## config.mk

```make
export PLATFORM = sky130hd
export DESIGN_NAME = cnt_capture_ext
export DESIGN_NICKNAME = d
export VERILOG_FILES = /design/src/rtl/cnt_capture_ext_pkg.sv /design/src/rtl/cnt_capture_ext_hi.sv /design/src/rtl/cnt_capture_ext.sv
export SDC_FILE = /design/constraint.sdc
export NUM_CORES = 1
export LEC_CHECK = 0
export CORE_UTILIZATION = 40
export CTS_CLUSTER_DIAMETER = 40
export DETAILED_ROUTE_END_ITERATION = 8
export PLACE_DENSITY = 0.74
export SLEW_MARGIN = 20
export SYNTH_ARGS = -nofsm -noshare
export SYNTH_HDL_FRONTEND = slang
export SYNTH_SLANG_ARGS = --single-unit
```

## constraint.sdc

```tcl
create_clock -name CLK -period 2.4 [get_ports CLK]
set_input_delay 0.24 -clock CLK [delete_from_list [all_inputs] [get_ports CLK]]
set_output_delay 0.24 -clock CLK [all_outputs]
set_load 0.02 [all_outputs]
```

## src/rtl/cnt_capture_ext_pkg.sv

```systemverilog
// Shared types and constants for the counter extension / snapshot capture stage.
package cnt_capture_ext_pkg;

    typedef enum logic {
        ST_EMPTY = 1'b0,
        ST_FULL  = 1'b1
    } cap_state_e;

    localparam int unsigned LO_W = 16;

    function automatic int unsigned snap_w(input int unsigned upper_w);
        return LO_W + upper_w;
    endfunction

endpackage

```

## src/rtl/cnt_capture_ext_hi.sv

```systemverilog
// Upper carry counter: counts CAO pulses, wraps modulo 2^UPPER_W.
// Optional sticky wrap flag when CNT_CAPTURE_EXT_OVF_EN is defined.
module cnt_capture_ext_hi #(
    parameter int unsigned UPPER_W = 16
) (
    input  logic               CLK,
    input  logic               CD,
    input  logic               CAO,
`ifdef CNT_CAPTURE_EXT_OVF_EN
    input  logic               CLR_OVF,
    output logic               OVF,
`endif
    output logic [UPPER_W-1:0] HI
);

    logic [UPPER_W-1:0] hi_q, hi_d;

    always_comb begin
        hi_d = hi_q;
        if (CAO) hi_d = hi_q + UPPER_W'(1);
    end

    always_ff @(posedge CLK) begin
        if (CD) hi_q <= '0;
        else    hi_q <= hi_d;
    end

    assign HI = hi_q;

`ifdef CNT_CAPTURE_EXT_OVF_EN
    logic ovf_q, ovf_d;

    // A wrap in the same cycle as a clear keeps the flag set.
    always_comb begin
        ovf_d = ovf_q;
        if (CLR_OVF)          ovf_d = 1'b0;
        if (CAO && (&hi_q))   ovf_d = 1'b1;
    end

    always_ff @(posedge CLK) begin
        if (CD) ovf_q <= 1'b0;
        else    ovf_q <= ovf_d;
    end

    assign OVF = ovf_q;
`endif

endmodule

```

## src/rtl/cnt_capture_ext.sv

```systemverilog
// Extends the 16-bit counter with an upper carry counter and captures coherent
// {HI, Q_LO} snapshots behind a valid/ready handshake. Optional: CNT_CAPTURE_EXT_OVF_EN.
module cnt_capture_ext
    import cnt_capture_ext_pkg::*;
#(
    parameter int unsigned UPPER_W = 16
) (
    input  logic                           CLK,
    input  logic                           CD,
    input  logic [LO_W-1:0]                Q_LO,
    input  logic                           CAO,
    input  logic                           CAPT,
    output logic [snap_w(UPPER_W)-1:0]     DOUT,
    output logic                           DVALID,
    input  logic                           DREADY,
    output logic                           LOST,
    input  logic                           CLR_LOST,
`ifdef CNT_CAPTURE_EXT_OVF_EN
    output logic                           OVF,
    input  logic                           CLR_OVF,
`endif
    output logic [UPPER_W-1:0]             HI
);

    logic [UPPER_W-1:0]          hi_w;
    logic [snap_w(UPPER_W)-1:0]  snap_w_val;
    logic [snap_w(UPPER_W)-1:0]  dout_q;
    cap_state_e                  state_q;
    logic                        lost_q, lost_d;
    logic                        drop;

    cnt_capture_ext_hi #(
        .UPPER_W (UPPER_W)
    ) u_hi (
        .CLK     (CLK),
        .CD      (CD),
        .CAO     (CAO),
`ifdef CNT_CAPTURE_EXT_OVF_EN
        .CLR_OVF (CLR_OVF),
        .OVF     (OVF),
`endif
        .HI      (hi_w)
    );

    // Pre-edge HI and Q_LO always describe the same count, since HI steps on the wrap edge.
    assign snap_w_val = {hi_w, Q_LO};
    assign drop       = (state_q == ST_FULL) && !DREADY && CAPT;

    always_comb begin
        lost_d = lost_q;
        if (CLR_LOST) lost_d = 1'b0;
        if (drop)     lost_d = 1'b1;
    end

    always_ff @(posedge CLK) begin
        if (CD) begin
            state_q <= ST_EMPTY;
            dout_q  <= '0;
            lost_q  <= 1'b0;
        end else begin
            lost_q <= lost_d;
            case (state_q)
                ST_EMPTY: begin
                    if (CAPT) begin
                        dout_q  <= snap_w_val;
                        state_q <= ST_FULL;
                    end
                end
                ST_FULL: begin
                    if (DREADY) begin
                        if (CAPT) dout_q  <= snap_w_val;
                        else      state_q <= ST_EMPTY;
                    end
                end
                default: state_q <= ST_EMPTY;
            endcase
        end
    end

    assign DOUT   = dout_q;
    assign DVALID = (state_q == ST_FULL);
    assign LOST   = lost_q;
    assign HI     = hi_w;

endmodule

```

# Word level (Yosys, flattened, before mapping)
# Index checks and enable logic that the tools add are counted.
dict set report op_classes {
  add_sub_neg 1
  n_eq_ne 1
  n_mux 8
  n_bitwise 1
  reduce_logical 4
}
# op n
set op_table {}
lappend op_table {{$mux W32} 2}
lappend op_table {{$pmux W32 S2} 1}
lappend op_table {{$add A16 B1 Y16 const B} 1}
lappend op_table {{$mux W1} 4}
lappend op_table {{$logic_and A1 B1 Y1} 2}
lappend op_table {{$ne A2 B2 Y1 const B} 1}
lappend op_table {{$pmux W1 S2} 1}
lappend op_table {{$reduce_bool A2 Y1} 1}
lappend op_table {{$logic_not A1 Y1} 1}
lappend op_table {{$not A1 Y1} 1}
dict set report word_totals {
  reg_bits 50
  in_bits 22
}

# Logic depth before layout (Yosys ltp)
dict set report logic_depth {
  ltp_word 4
  mapped_depth 6
  ltp_nobuf 5
}

# Hierarchy
# From an unflattened synthesis, not the netlist that was laid out.
dict set report hier_totals {
  hier_cells 231
  area_unflattened_um2 2302.2
}
# mod n_inst cells_per_inst area_each_um2 seq_area_each_um2
set by_module_without_submodules {}
lappend by_module_without_submodules {cnt_capture_ext 1 148 1545.2 680.7}
lappend by_module_without_submodules {cnt_capture_ext_hi 1 83 757.0 320.3}

# Worst setup path before layout
# Ideal clock, no wire load.
dict set report synth_timing {
  kind {register to register}
  from {register u_hi.hi_q[0], in the netlist u_hi.HI[0]}
  to {register u_hi.hi_q[12], in the netlist u_hi.HI[12]}
  setup_ns 0.127
  t_arrival_ns 1.623
  slack_ns 0.649
  stages_incl_launch_ff 6
  path_buffers 0
  cell_sequence {dfxtp_1 ha_1 inv_1 or4_4 xnor2_1 nor2b_1}
}
dict set report synth_via {
  elab_chain_len 1
}
# element line_no
set synth_rtl {}
lappend synth_rtl {{from (decl)} cnt_capture_ext_hi.sv:16} ;# logic [UPPER_W-1:0] hi_q, hi_d;
lappend synth_rtl {{from (signal assigned)} cnt_capture_ext_hi.sv:25} ;# else hi_q <= hi_d;
lappend synth_rtl {{$add A16 B1 Y16} cnt_capture_ext_hi.sv:20} ;# if (CAO) hi_d = hi_q + UPPER_W'(1);
# Every way passes these cells.
# A chain may end at the register's enable or synchronous reset.

# Final worst setup path
# Same ends and word-level chain as after synthesis.

==> metrics.txt <==
# TYPE chip_impl_metric gauge
chip_impl_metric{name="vias_in_the_first_global_route",unit=""} 1628
chip_impl_metric{name="cts_made_buffers",unit=""} 5
chip_impl_metric{name="io_pins",unit=""} 72
chip_impl_metric{name="synth-compound-area-share",unit=""} 0.0991
chip_impl_info{name="worst_hold_path_type",value="primary input to flop"} 1
chip_impl_metric{name="hpwl",unit="um"} 2960
chip_impl_metric{name="power.share.sequential",unit=""} 0.532
chip_impl_metric{name="worstPathMaxFanout",unit=""} 7
chip_impl_metric{name="grt_pass1_wl",unit="um"} 7200
chip_impl_metric{name="power.combinational.fraction",unit=""} 0.117
chip_impl_info{name="tritoncts_clock_tree",value="done"} 1
chip_impl_metric{name="routedWlPerCell",unit="um"} 12.0
chip_impl_metric{name="worst_path_clk_slew",unit="ps"} 90
chip_impl_metric{name="count_of_flip_flops_with_a_built_in_enable_after_synthesis",unit=""} 0
chip_impl_metric{name="synthesis.nets",unit=""} 256
chip_impl_metric{name="cap_violations",unit=""} 0
chip_impl_metric{name="wirelength",unit="um"} 4270
chip_impl_metric{name="via_count",unit=""} 1727
chip_impl_metric{name="source_to_sink_clock_delay_at_the_later_pin_of_the_worst_skew_pair",unit="ps"} 300
chip_impl_metric{name="fin_setup_tns",unit="ps"} 0
chip_impl_metric{name="power_switching",unit="mW"} 0.371
chip_impl_metric{name="setup_violations",unit=""} 0
chip_impl_metric{name="min_period_over_period",unit=""} 0.717
chip_impl_metric{name="gp_routability_congestion",unit=""} 0.816
chip_impl_metric{name="max_clock_buf_depth",unit=""} 2
chip_impl_metric{name="rows",unit=""} 24
chip_impl_metric{name="power.static_leakage",unit="nW"} 0.995
chip_impl_info{name="grt_setup_unrepaired",value="no"} 1
chip_impl_metric{name="synth_seq_cells",unit=""} 50
chip_impl_metric{name="drive_above_1_share",unit=""} 0.0528
chip_impl_metric{name="post-cts-setup-buffer-count",unit=""} 0
chip_impl_metric{name="yosysWarningCount",unit=""} 0
chip_impl_metric{name="final_util",unit=""} 0.622
chip_impl_metric{name="power.total",unit="mW"} 1.63
chip_impl_metric{name="yosys-mux-area-fraction",unit=""} 0.0230
chip_impl_metric{name="worst-endpoint-required",unit="ps"} 2590
chip_impl_metric{name="worst-slew-pin-transition",unit="ps"} 534
chip_impl_metric{name="io_buffer_count",unit=""} 71
chip_impl_metric{name="post-route-drc-count",unit=""} 7
chip_impl_metric{name="powerDensity",unit="nW/um^2"} 585
chip_impl_metric{name="num-fill-cells",unit=""} 406
chip_impl_metric{name="synth-adder-area-share",unit=""} 0.00657
chip_impl_metric{name="start_util",unit=""} 0.426
chip_impl_metric{name="syn-instance-count",unit=""} 233
chip_impl_info{name="run_status",value="complete, but fails checks"} 1
chip_impl_metric{name="number_of_antenna_diodes",unit=""} 0
chip_impl_metric{name="post_dp_cell_area",unit="sq um"} 2680
chip_impl_metric{name="holdWs",unit="ps"} 396
chip_impl_metric{name="routed_via_density",unit=""} 4.86
chip_impl_info{name="mostFrequentLayoutCell",value="sky130_fd_sc_hd__clkdlybuf4s50_1"} 1
chip_impl_metric{name="yosys.area_share.xor_xnor",unit=""} 0.0460
chip_impl_metric{name="yosys.cell_types.count",unit=""} 27
chip_impl_metric{name="hold_viol_final",unit=""} 0
chip_impl_metric{name="globalRouteTotalUtil",unit=""} 0.178
chip_impl_metric{name="chipWidth",unit="um"} 71.0
chip_impl_info{name="crit_path_end_kind",value="flop"} 1
chip_impl_metric{name="final.setup_skew",unit="ps"} 9.61
chip_impl_metric{name="dr.pass1.iters",unit=""} 6
chip_impl_metric{name="hold_buffers",unit=""} 0
chip_impl_metric{name="synthesis.area_per_instance",unit="sq um"} 8.18
chip_impl_metric{name="postLayoutCellArea",unit="sq um"} 2780
chip_impl_metric{name="timing.fmax",unit="GHz"} 0.581
chip_impl_metric{name="synth.yosys.seq_area_share",unit=""} 0.525
chip_impl_metric{name="grt_max_degree",unit=""} 31
chip_impl_metric{name="synth-simple-area-share",unit=""} 0.270
chip_impl_metric{name="grt_antenna_before_repair",unit=""} 0
chip_impl_metric{name="core_area",unit="sq um"} 4470
chip_impl_info{name="violations_in_the_final_reports",value="design-rule violations"} 1
chip_impl_info{name="startpoint_type",value="flop"} 1
chip_impl_metric{name="timing.final.crit_period",unit="ps"} 1720
chip_impl_metric{name="layout-area-overhead-vs-synth",unit="%"} 46.0
chip_impl_info{name="root_buffer",value="sky130_fd_sc_hd__clkbuf_8"} 1
chip_impl_info{name="synthFlopType",value="sky130_fd_sc_hd__dfxtp_1"} 1
chip_impl_info{name="mostFrequentLayoutCells",value="70 x sky130_fd_sc_hd__clkdlybuf4s50_1, 69 x sky130_fd_sc_hd__nand2_1, 50 x sky130_fd_sc_hd__dfxtp_1"} 1
chip_impl_metric{name="cts_resized",unit=""} 0
chip_impl_metric{name="irDropWorstVdd",unit="mV"} 0.340
chip_impl_metric{name="internal_power",unit="mW"} 1.26
chip_impl_metric{name="drt_iter0_drc",unit=""} 97
chip_impl_info{name="criticalPathCategory",value="flop to flop"} 1
chip_impl_metric{name="final_max_tran_viols",unit=""} 0
chip_impl_metric{name="ant_nets",unit=""} 0
chip_impl_metric{name="ys_async_sr_fraction",unit=""} 0
chip_impl_info{name="synth_top_family_by_area",value="simple AND/OR/NAND/NOR gates"} 1
chip_impl_metric{name="die_h",unit="um"} 71.0
chip_impl_metric{name="cts-htree-levels",unit=""} 2
chip_impl_metric{name="mappedNetlistArea",unit="sq um"} 1910
chip_impl_metric{name="worst_slew_margin_rel",unit=""} 0.644
chip_impl_metric{name="gr-total-overflow",unit=""} 0
chip_impl_metric{name="fin_nets",unit=""} 325
chip_impl_metric{name="power.switching_fraction",unit=""} 0.228
chip_impl_metric{name="p_clk_frac",unit=""} 0.352
chip_impl_metric{name="regToRegSetupSlack",unit="ps"} 680
chip_impl_metric{name="design.die.area",unit="sq um"} 5040
chip_impl_metric{name="numClockSinks",unit=""} 50
chip_impl_metric{name="arrival_time_of_data_at_the_critical_path_endpoint",unit="ps"} 1910
-- cells by family (layout without fill, tap and decap cells) --
family | after synthesis | count (layout)
buffers and inverters | 15 | 85
XOR/XNOR | 10 | 10
AND/OR/NAND/NOR | 116 | 116
flip-flops | 50 | 50
AO/OA/AOI/OAI | 37 | 37
adder cells (fa/ha/maj) | 1 | 1
multiplexers | 4 | 4
-- final cells by class --
cell class | instances | area, sq um | area share
Tap cell | 52 | 65.1 | 0.0234
Clock buffer | 7 | 76.3 | 0.0274
Multi-Input combinational cell | 168 | 850 | 0.305
Inverter | 1 | 3.75 | 0.00135
Clock inverter | 1 | 30.0 | 0.0108
Sequential cell | 50 | 1000 | 0.360
Timing Repair Buffer | 76 | 756 | 0.272
-- synth_stat cells, types with 2 or more instances --
| library cell | number | area [sq um] |
|---|---|---|
| sky130_fd_sc_hd__xor2_1 | 6 | 52.6 |
| sky130_fd_sc_hd__clkbuf_1 | 9 | 33.8 |
| sky130_fd_sc_hd__xnor2_1 | 4 | 35.0 |
| sky130_fd_sc_hd__nor2b_1 | 7 | 43.8 |
| sky130_fd_sc_hd__and4_1 | 2 | 17.5 |
| sky130_fd_sc_hd__nand3_1 | 5 | 25.0 |
| sky130_fd_sc_hd__a21oi_1 | 35 | 175 |
| sky130_fd_sc_hd__nand2b_1 | 2 | 12.5 |
| sky130_fd_sc_hd__buf_1 | 4 | 15.0 |
| sky130_fd_sc_hd__mux2_1 | 2 | 22.5 |
| sky130_fd_sc_hd__nor3_1 | 3 | 15.0 |
| sky130_fd_sc_hd__nor2_1 | 18 | 67.6 |
| sky130_fd_sc_hd__nand2_1 | 69 | 259 |
| sky130_fd_sc_hd__dfxtp_1 | 50 | 1000 |
| sky130_fd_sc_hd__nand4_1 | 5 | 31.3 |
-- stage by stage --
| step | cells | worst slack (ps) |
|---|---|---|
| after global placement | 347 | 653 |
| final | 355 | 678 |
| after detailed placement | 347 | 620 |
| after CTS | 355 | 649 |
| after floorplan | 233 | 649 |
| after global routing | 355 | 516 |
-- final timing paths --
check	cells past startpoint	to	startpoint
worst max-delay path	5	u_hi.HI[12]$_SDFFE_PP0P_	u_hi.HI[0]$_SDFFE_PP0P_
worst min-delay path	2	u_hi.HI[6]$_SDFFE_PP0P_	CD
worst max register to register	5	u_hi.HI[12]$_SDFFE_PP0P_	u_hi.HI[0]$_SDFFE_PP0P_
worst min register to register	2	DOUT[16]$_SDFFE_PP0P_	DOUT[16]$_SDFFE_PP0P_
-- critical path, stage by stage, from the launching register on --
cell	delay, ps
sky130_fd_sc_hd__dfxtp_1	440
sky130_fd_sc_hd__ha_1	330
sky130_fd_sc_hd__inv_1	70
sky130_fd_sc_hd__or4_4	530
sky130_fd_sc_hd__xnor2_1	130
sky130_fd_sc_hd__nor2b_1	120
-- layer usage --
| metal | up-vias | GRT usage | wire length (um) |
|---|---|---|---|
| li1 | 899 | - | - |
| met1 | 769 | 0.222 | 2030 |
| met2 | 54 | 0.288 | 1840 |
| met3 | 5 | 0.0613 | 350 |
| met4 | 0 | 0.0556 | 55 |
| met5 | - | 0 | 0 |
-- power by group through the flow --
stage / clock, mW / sequential [mW] / combinational (mW)
CTS: 0.592 / 0.866 / 0.192
detailed placement: 0 / 0.885 / 0.191
finish: 0.572 / 0.866 / 0.190
global placement: 0 / 0.885 / 0.189
floorplan: 0 / 0.912 / 0.0640
global route: 0.623 / 0.869 / 0.208
-- registers in the layout (all words and copies together), names as in the netlist --
| register | count |
|---|---|
| DOUT | 32 |
| DVALID | 1 |
| LOST | 1 |
| u_hi.HI | 16 |
Note: power is estimated with default switching activity, not from simulation.
